--- src/rtl/nal_epb_remover_if.sv ---
// Byte-in / word-out handshake bundle for the EPB remover.
// slave is the remover's view; master is the producer/buffer side.
interface nal_epb_remover_if;
    logic [7:0]  byte_in;
    logic        byte_valid;
    logic        byte_ready;
    logic        nal_start;
    logic        flush;
    logic        epb_en;
    logic [15:0] BitStream_buffer_input;
    logic        we;
    logic        next;
    logic [1:0]  remove_03_flag;

    modport slave (
        input  byte_in, byte_valid, nal_start, flush, epb_en, next,
        output byte_ready, BitStream_buffer_input, we, remove_03_flag
    );

    modport master (
        output byte_in, byte_valid, nal_start, flush, epb_en, next,
        input  byte_ready, BitStream_buffer_input, we, remove_03_flag
    );
endinterface

--- src/rtl/nal_epb_remover.sv ---
// Strips 0x000003 emulation-prevention bytes and packs survivors
// MSB-first into 16-bit words for the bitstream buffer.
module nal_epb_remover #(
    parameter int unsigned CNT_W          = 16,
    parameter bit          EPB_EN_DEFAULT = 1'b1
) (
    input  logic                 clk,
    input  logic                 reset_n,
    nal_epb_remover_if.slave     bus,
    output logic [CNT_W-1:0]     epb_count,
    output logic                 busy
);
    typedef enum logic {EMPTY, HALF} col_e;

    col_e             state_q, state_d;
    logic [7:0]       hi_q, hi_d;
    logic             hi_flag_q, hi_flag_d;
    logic             pend_q, pend_d;
    logic [1:0]       zcnt_q, zcnt_d;
    logic [15:0]      word_q, word_d;
    logic [1:0]       flag_q, flag_d;
    logic             we_q, we_d;
    logic             fpend_q, fpend_d;
    logic [CNT_W-1:0] cnt_q, cnt_d;
    logic             en_q, en_d;

    logic       out_free, accept, is_epb, do_flush, en;
    logic [1:0] zc;
    logic       pf;

    always_comb begin
        out_free = !we_q || bus.next;
        bus.byte_ready = !bus.flush && !fpend_q
                         && (state_q == EMPTY || out_free);
        accept = bus.byte_valid && bus.byte_ready;
        // nal_start wipes the run/flag before this byte is judged
        zc = bus.nal_start ? 2'd0 : zcnt_q;
        pf = bus.nal_start ? 1'b0 : pend_q;
        en = accept ? bus.epb_en : en_q;
        is_epb = en && zc == 2'd2 && bus.byte_in == 8'h03;
        do_flush = (bus.flush || fpend_q) && state_q == HALF && out_free;
    end

    always_comb begin
        state_d   = state_q;
        hi_d      = hi_q;
        hi_flag_d = hi_flag_q;
        pend_d    = pend_q;
        zcnt_d    = zcnt_q;
        word_d    = word_q;
        flag_d    = flag_q;
        we_d      = we_q;
        fpend_d   = fpend_q;
        cnt_d     = cnt_q;
        en_d      = en;

        if (we_q && bus.next)
            we_d = 1'b0;

        if (bus.flush && state_q == HALF && !out_free)
            fpend_d = 1'b1;

        if (do_flush) begin
            word_d  = {hi_q, 8'h00};
            flag_d  = hi_flag_q ? 2'd1 : 2'd0;
            we_d    = 1'b1;
            fpend_d = 1'b0;
            state_d = EMPTY;
        end

        if (accept) begin
            pend_d = pf;
            if (is_epb) begin
                zcnt_d = 2'd0;
                pend_d = 1'b1;
                if (cnt_q != {CNT_W{1'b1}})
                    cnt_d = cnt_q + 1'b1;
            end else begin
                if (bus.byte_in == 8'h00)
                    zcnt_d = (zc == 2'd2) ? 2'd2 : zc + 2'd1;
                else
                    zcnt_d = 2'd0;
                pend_d = 1'b0;
                if (state_q == EMPTY) begin
                    hi_d      = bus.byte_in;
                    hi_flag_d = pf;
                    state_d   = HALF;
                end else begin
                    word_d  = {hi_q, bus.byte_in};
                    flag_d  = hi_flag_q ? 2'd1 : (pf ? 2'd2 : 2'd0);
                    we_d    = 1'b1;
                    state_d = EMPTY;
                end
            end
        end
    end

    always_ff @(posedge clk or negedge reset_n) begin
        if (!reset_n) begin
            state_q   <= EMPTY;
            hi_q      <= 8'h00;
            hi_flag_q <= 1'b0;
            pend_q    <= 1'b0;
            zcnt_q    <= 2'd0;
            word_q    <= 16'h0000;
            flag_q    <= 2'd0;
            we_q      <= 1'b0;
            fpend_q   <= 1'b0;
            cnt_q     <= '0;
            en_q      <= EPB_EN_DEFAULT;
        end else begin
            state_q   <= state_d;
            hi_q      <= hi_d;
            hi_flag_q <= hi_flag_d;
            pend_q    <= pend_d;
            zcnt_q    <= zcnt_d;
            word_q    <= word_d;
            flag_q    <= flag_d;
            we_q      <= we_d;
            fpend_q   <= fpend_d;
            cnt_q     <= cnt_d;
            en_q      <= en_d;
        end
    end

    assign bus.BitStream_buffer_input = word_q;
    assign bus.we                     = we_q;
    assign bus.remove_03_flag         = flag_q;
    assign epb_count                  = cnt_q;
    assign busy = (state_q == HALF) || we_q || fpend_q;
endmodule

--- src/flat_wrapper.sv ---
// flat-port wrapper written by rule: the top's interface ports become plain ports
module nal_epb_remover_flat 
#(
    parameter int unsigned CNT_W          = 16,
    parameter bit          EPB_EN_DEFAULT = 1'b1
)
  (clk, reset_n, epb_count, busy, bus_byte_in, bus_byte_valid, bus_nal_start, bus_flush, bus_epb_en, bus_next, bus_byte_ready, bus_BitStream_buffer_input, bus_we, bus_remove_03_flag);
  nal_epb_remover_if bus_i ();
  input  logic clk;
  input  logic reset_n;
  output logic [CNT_W-1:0] epb_count;
  output logic busy;
  input wire logic [$bits(bus_i.byte_in)-1:0] bus_byte_in;
  input wire logic [$bits(bus_i.byte_valid)-1:0] bus_byte_valid;
  input wire logic [$bits(bus_i.nal_start)-1:0] bus_nal_start;
  input wire logic [$bits(bus_i.flush)-1:0] bus_flush;
  input wire logic [$bits(bus_i.epb_en)-1:0] bus_epb_en;
  input wire logic [$bits(bus_i.next)-1:0] bus_next;
  output wire logic [$bits(bus_i.byte_ready)-1:0] bus_byte_ready;
  output wire logic [$bits(bus_i.BitStream_buffer_input)-1:0] bus_BitStream_buffer_input;
  output wire logic [$bits(bus_i.we)-1:0] bus_we;
  output wire logic [$bits(bus_i.remove_03_flag)-1:0] bus_remove_03_flag;
  assign bus_i.byte_in = bus_byte_in;
  assign bus_i.byte_valid = bus_byte_valid;
  assign bus_i.nal_start = bus_nal_start;
  assign bus_i.flush = bus_flush;
  assign bus_i.epb_en = bus_epb_en;
  assign bus_i.next = bus_next;
  assign bus_byte_ready = bus_i.byte_ready;
  assign bus_BitStream_buffer_input = bus_i.BitStream_buffer_input;
  assign bus_we = bus_i.we;
  assign bus_remove_03_flag = bus_i.remove_03_flag;
  nal_epb_remover #(.CNT_W(CNT_W), .EPB_EN_DEFAULT(EPB_EN_DEFAULT)) u_core (.clk(clk), .reset_n(reset_n), .bus(bus_i), .epb_count(epb_count), .busy(busy));
endmodule
--- config.mk ---
export PLATFORM = sky130hd
export DESIGN_NAME = nal_epb_remover_flat
export DESIGN_NICKNAME = d
export VERILOG_FILES = /design/src/rtl/nal_epb_remover_if.sv /design/src/rtl/nal_epb_remover.sv /design/src/flat_wrapper.sv
export SDC_FILE = /design/constraint.sdc
export NUM_CORES = 1
export LEC_CHECK = 0
export CAP_MARGIN = 20
export CORE_UTILIZATION = 49
export DETAILED_ROUTE_END_ITERATION = 8
export PLACE_DENSITY_LB_ADDON = 0.15
export SLEW_MARGIN = 25
export SYNTH_ARGS = -nofsm -noshare
export SYNTH_HDL_FRONTEND = slang
export SYNTH_SLANG_ARGS = --single-unit
--- constraint.sdc ---
create_clock -name clk -period 2.7 [get_ports clk]
set_input_delay 0.54 -clock clk [delete_from_list [all_inputs] [get_ports clk]]
set_output_delay 0.54 -clock clk [all_outputs]
set_load 0.03 [all_outputs]
* Word level (Yosys, flattened, before mapping)
Index checks and enable logic that the tools add are counted.
** Word-level totals
- Logic and storage cells :: 70
- Register bits after elaboration :: 50
** Cells by class
- Eq/ne operators :: 3
- Reductions and logical operators :: 23
- Muxes and demuxes :: 29
- $add $sub $neg :: 2
- Bitwise gates (word level) :: 2
** Operators by type and width (count)
- $mux 16 :: 4
- $mux 2 :: 10
- $add 16x1->16 const B :: 1
- $ne 16x16->1 const B :: 1
- $mux 1 :: 15
- $logic_and 1x1->1 :: 10
- $eq 8x2->1 const B :: 1
- $logic_not 8->1 :: 1
- $reduce_and 3->1 :: 2
- $logic_or 1x1->1 :: 5
- $logic_not 1->1 :: 4
- $add 2x1->2 const B :: 1
- $eq 2x2->1 const B :: 1
- $not 1->1 :: 2
- $reduce_bool 2->1 :: 1

* Depth between registers and ports, before layout
- Word-level depth :: 10
- Gate-level depth with buffers :: 8
- Mapped depth without buffers :: 7

* Least setup slack after synthesis
OpenSTA, ideal clock, no wires.
- Kind :: in2reg
- Start :: input bus_byte_in[3]
- End :: register with a tool-made name
- Library setup time :: 125 ps
- Slack :: 299 ps
- Stages on the path :: 6
- Data required time :: 2575 ps
- Data arrival time :: 2276 ps
- Cell sequence :: or4_4 > or3_4 > and3_4 > nor2_8 > buf_12 > mux2_4
** RTL lines
- start, declared :: RTL line flat_wrapper.sv:13 : input wire logic [$bits(bus_i.byte_in)-1:0] bus_byte_in;

* Worst setup path after layout
- Start :: input bus_flush
- End :: output bus_byte_ready
** Between the ends
- Longest elaborated chain between the ends :: 3
** RTL lines
- start, declared :: RTL line flat_wrapper.sv:16 : input wire logic [$bits(bus_i.flush)-1:0] bus_flush;
- $logic_not 1->1 :: RTL line nal_epb_remover.sv:33 : bus.byte_ready = !bus.flush && !fpend_q
- $logic_and 1x1->1 :: RTL line nal_epb_remover.sv:33
- $logic_and 1x1->1 :: RTL line nal_epb_remover.sv:34 : && (state_q == EMPTY || out_free);
- end, declared :: RTL line flat_wrapper.sv:19 : output wire logic [$bits(bus_i.byte_ready)-1:0] bus_byte_ready;
Every way passes these cells.

==> results.json <==
{
  "dr_wl_met2_mm": 2.15,
  "wl_met3_um": 180,
  "run_status": "finished, final reports clean",
  "first_iter_violations": 67,
  "track_usage_pct": 21.8,
  "nets": 261,
  "cp-end-kind": "output port",
  "final_cells": 293,
  "n_antenna_cell": 0,
  "hold_class": "in2async",
  "highest_layer": "met4",
  "grt_setup_unrepaired": "false",
  "tightestPinTransition_ps": 608,
  "clkLatencyLatePin_ps": 300,
  "cp.arrival_ps": 2030,
  "cts_tree": "built",
  "peakVddDrop_mv": 0.637,
  "via_per_inst": 5.47,
  "htreeDepth": 2,
  "placementRows": 23,
  "cts_buffers": 5,
  "combPwrFrac_pct": 40.7,
  "startpoint_type": "primary input",
  "drt_wl_total_mm": 4.43,
  "synthTopCellsByCount": "dfrtp_1 (49), mux2_2 (17), nand2_1 (12)",
  "max_freq_mhz": 389,
  "synth_edf_count": 0,
  "dr.pass1.iters": 4,
  "hold_viol_final": 0,
  "antenna_found_initial": 0,
  "worstPathRequired_ps": 2160,
  "layout-drive-gt1-share_pct": 21.4,
  "p_per_area_nw_per_um2": 868,
  "ctsResizeCount": 0,
  "placedCellCount": 286,
  "ys_async_sr_fraction_pct": 100,
  "die_w_um": 68.3,
  "hold_ws_ps": 238,
  "timing.final.crit_share_pct": 95.2,
  "drv_cap": 0,
  "yosys_warnings": 0,
  "numPortBuffers": 51,
  "ios": 52,
  "synth.distinct_cells": 36,
  "synthAdderAreaFrac_pct": 1.74,
  "r2r_slack_ps": 540,
  "synthSimpleGateAreaFrac_pct": 16.4,
  "cts_hold_buf": 0,
  "dieArea_sq_um": 4660,
  "ys_seq_area_share_pct": 57.0,
  "max-slew-margin-rel_pct": 59.5,
  "routabilityCongestion": 0.814,
  "switchingPower_mw": 0.891,
  "postSynthAreaPerCell_sq_um": 12.6,
  "drc": 0,
  "grt_pass1_vias": 1572,
  "synthMostInstantiatedCell": "dfrtp_1",
  "wl_per_cell_um": 15.1,
  "clk_pin_slew_ps": 90,
  "grt_pass1_wl_mm": 7.37,
  "synth_flop_cell": "dfrtp_1",
  "synth_area_leaders": "dfrtp_1 (57%), mux2_2 (8.9%), a22o_1 (3.7%), xnor2_1 (3.3%), xor2_1 (2.8%)",
  "area_growth_pct": 35.5,
  "die_h_um": 68.3,
  "intPower_mw": 1.64,
  "final_util_pct": 70.9,
  "cts.sinks": 49,
  "synthMuxAreaShare_pct": 10.3,
  "yosys.area.top_type_share_pct": 57.0,
  "cts_max_path_buffers": 2,
  "period_needed_ps": 2570,
  "clock_skew_ps": 8.05,
  "ant_nets": 0,
  "clockRootBuffer": "clkbuf_8",
  "dp_hpwl_mm": 3.25,
  "synth_top_family_by_area": "simple AND/OR/NAND/NOR gates",
  "cts_setup_buffers": 0,
  "criticalPathCategory": "in2out",
  "nFillCells": 289,
  "leakage_nw": 1.29,
  "wl_met1_mm": 2.04,
  "synth-compound-area-share_pct": 6.69,
  "switching_share_pct": 35.2,
  "pwr-share-seq_pct": 42.1,
  "grt_start_max_net_pins": 50,
  "critPathMaxFanout": 4,
  "synth-xor-area-share_pct": 6.10,
  "final_max_slew_viol_count": 0,
  "route.vias.total": 1602,
  "core_area_sq_um": 4120,
  "synth_area_leader_cell": "dfrtp_1",
  "synth.cell_area_sq_um": 2150,
  "synth_cells": 171,
  "globalRouteOverflowTotal": 0,
  "ys_ff_latch": 49,
  "synth_nets": 189,
  "power.clock.fraction_pct": 17.2,
  "setup_viol": 0,
  "initial_utilization_pct": 52.3
}
==> area by class of cell <==
cell class | count | area [sq um] | share of cell area (%)
flip-flops and latches | 49 | 1230 | 42.0
multi-input cells | 116 | 887 | 30.4
repair buffers | 69 | 643 | 22.1
clock buffers | 6 | 82.6 | 2.83
well taps | 50 | 62.6 | 2.15
clock inverters | 1 | 7.51 | 0.257
inverters | 2 | 7.51 | 0.257
==> power groups by stage <==
stage                     Combinational (mW)  Clock (mW)  Sequential, mW
after floorplan                        0.409           0            1.28
after global placement                  1.01           0            1.06
after detailed placement                1.04           0            1.08
after CTS                               1.04       0.446            1.07
after global routing                    1.10       0.470            1.09
final                                   1.03       0.435            1.07
==> kinds of logic after synthesis <==
group / count (synthesis)
AOI/OAI and AO/OA: 19
xor gates and xnor gates: 15
adders and majority gates: 3
buffers and inverters: 6
DFF: 49
muxes: 19
and+or+nand+nor: 60
==> metrics by stage <==
step	power [mW]	setup TNS (ps)	instance area (sq um)	setup slack [ps]
floorplan	1.69	0	2150	299
global placement	2.08	-1880	2820	-123
detailed placement	2.11	-2230	2820	-144
CTS	2.55	0	2910	131
global route	2.66	0	2920	60.0
finish	2.53	0	2920	130
==> cells in the final DEF (no fill, tap or decap), drive strengths merged, types with 3 or more instances in the layout <==
cell	n
nor2	11
nand2b	3
nand2	12
ha	3
nor3	4
dfrtp	49
o21ai	4
mux2	19
clkdlybuf4s50	50
buf	19
nand4	7
nand3	7
a22o	9
xor2	7
xnor2	8
clkbuf	6
==> final timing paths <==
path | start | endpoint | depth (start not counted)
max in group asynchronous | reset_n | asynchronous set/reset pin | 1
max | bus_flush | bus_byte_ready | 4
min in group clk | u_core.pend_q | u_core.pend_q | 2
min | reset_n | u_core.epb_count[13] | 1
min reg2reg | u_core.pend_q | u_core.pend_q | 2
max reg2reg | u_core.epb_count[0] | u_core.epb_count[4] | 6
==> critical path: stages <==
cell	delay, ps
clkdlybuf4s50_1	450
nor2_1	230
and2_1	160
clkdlybuf4s50_1	660
==> routing by layer <==
metal  track usage, %  up-vias
met5                0        -
met4             7.29        0
met3             4.67        6
met2             36.6       40
met1             27.7      800
li1                 -      756
Note: power is estimated with default switching activity, not from simulation.
==> RTL change (same flow settings) <==
Put one more register stage on the output `epb_count`, cleared by the reset. The value now appears one clock later. The other outputs are not delayed to match.
--- a/src/rtl/nal_epb_remover.sv
+++ b/src/rtl/nal_epb_remover.sv
@@ -126,7 +126,13 @@
     assign bus.BitStream_buffer_input = word_q;
     assign bus.we                     = we_q;
     assign bus.remove_03_flag         = flag_q;
-    assign epb_count                  = cnt_q;
+    always_ff @(posedge clk or negedge reset_n) begin
+        if (!reset_n) begin
+            epb_count <= '0;
+        end else begin
+            epb_count <= cnt_q;
+        end
+    end
     assign busy = (state_q == HALF) || we_q || fpend_q;
 endmodule
 
Behaviour: not the same (a bounded check fails within 4 cycles, from zero or initial values and one cycle with reset_n low).
==> RTL change against the original RTL <==
  * Hold slack worse by 0.036 ns
  * Cell area grew 22%
  * Clock power up 77%
  * Sequential cell count grew 16
  * Cell count increased by 22%
  * Wire length increased by 17%
  * Area after synthesis increased by 19%
  * First-iteration DRC count increased by 25%
  * Clock skew decreased by 0.0028 ns
  * Register-to-register slack got worse by 0.28 ns
  * Power rose by 19%
  * Combinational power fell by 7%
  * Worst setup slack worse by 0.016 ns
  * Largest cell class unchanged
  * Highest routed layer unchanged
==> RTL change: results (changes against the original RTL) <==
metric	value	unit	change
outcome	finished, final reports clean		
slowest_delay	0.54	ns	-0.12 ns
grtUsageMet2	34.8	%	-1.8 points
htree_num_levels	3		+1
post_drt_wl_per_cell	14.5	um	-4.0%
nets	304		+16%
buffers	74		+7.2%
r2r_start	u_core.zcnt_q[1]$_DFFE_PN0N_		
track_usage	21.3	%	-0.55 points
synthAdderAreaFrac	1.46	%	-0.28 points
relSlewSlack	60.8	%	+1.3 points
multiInputGateArea	962	um^2	+8.5%
netlist_top_cells_area	dfrtp_1, mux2_1, nand2_1, xor2_1, o21ai_1		
clk_latency	0.33	ns	+0.03 ns
power.switching	0.000966	W	+8.3%
grt_pass1_wl	8.42	mm	+14%
drt_iter0_markers	84		+25%
cts_made_buffers	9		+4
crit_path_start	bus_byte_in[4]		
clk_pin_slew	0.07	ns	-0.02 ns
worstPathArrival	2.81	ns	+0.78 ns
fillers	360		+25%
synth.mux.area_fraction	8.35	%	-1.9 points
dp_hpwl	3.61	mm	+11%
synth-xor-area-share	5.12	%	-0.98 points
clockPowerShare	25.6	%	+8.4 points
dpl-instance-area	3320	um^2	+17%
nonClkBufAreaFrac	19.3	%	-2.8 points
layout-drive-gt1-share	20.1	%	-1.3 points
synth-seq-area-share	63.4	%	+6.5 points
post-place-ws	-0.505	ns	-0.361 ns
synth_compound_gate_area_share	3.81	%	-2.9 points
gp_congestion	0.807		-0.90%
grt_use_met3	5.96	%	+1.3 points
clock_buffers	10		+4
## RTL change: cell count changes after synthesis, sizes merged, moves of 2 or more
cell,delta
xor2,+2
nor2,-6
o2111ai,-2
o21ai,+11
a22o,-9
nor4b,+2
nor3b,+2
xnor2,-2
nand2,+18
dfrtp,+16
## RTL change: worst paths after layout
path,to,slack [ns],cells past startpoint
worst max-delay path,u_core.cnt_q[15]$_DFFE_PN0P_,0.11,6
worst min-delay path,asynchronous set/reset pin,0.20,1
worst max register to register,u_core.cnt_q[15]$_DFFE_PN0P_,0.26,7
worst min register to register,u_core.epb_count[9]$_DFF_PN0_,0.43,0
max in group asynchronous,u_core.fpend_q$_DFFE_PN0P_,1.81,2
min in group clk,u_core.epb_count[9]$_DFF_PN0_,0.43,0
## RTL change: metal layers
| metal | vias to the layer above | part of all wire [%] |
|---|---|---|
| li1 | 873 | - |
| met1 | 897 | 44 |
| met2 | 39 | 50 |
| met3 | 8 | 4.5 |
| met4 | 0 | 1.4 |
| met5 | - | 0 |
## RTL change: cells by family (layout without fill, tap and decap cells)
family / Yosys count / after routing
flops: 65 / 65
xor+xnor: 15 / 15
mux: 19 / 19
fa+ha+maj: 3 / 3
buf+inv: 6 / 90
compound gates: 19 / 19
simple gates: 78 / 78
## RTL change: what timing repair did
item,4_1_cts,5_1_grt
hold buffers,0,0
gates resized for setup,12,1
endpoints found under the setup margin,20,3
pin swaps,4,1
endpoints found under the hold margin,0,0
gates cloned,0,0
setup buffers,2,0
## RTL change: per-stage QoR
| step | std cells | util [%] |
|---|---|---|
| floorplan | 205 | - |
| global placement | 340 | 68.0 |
| detailed placement | 340 | 68.0 |
| CTS | 356 | 72.5 |
| global route | 356 | 72.7 |
| finish | 356 | 72.7 |
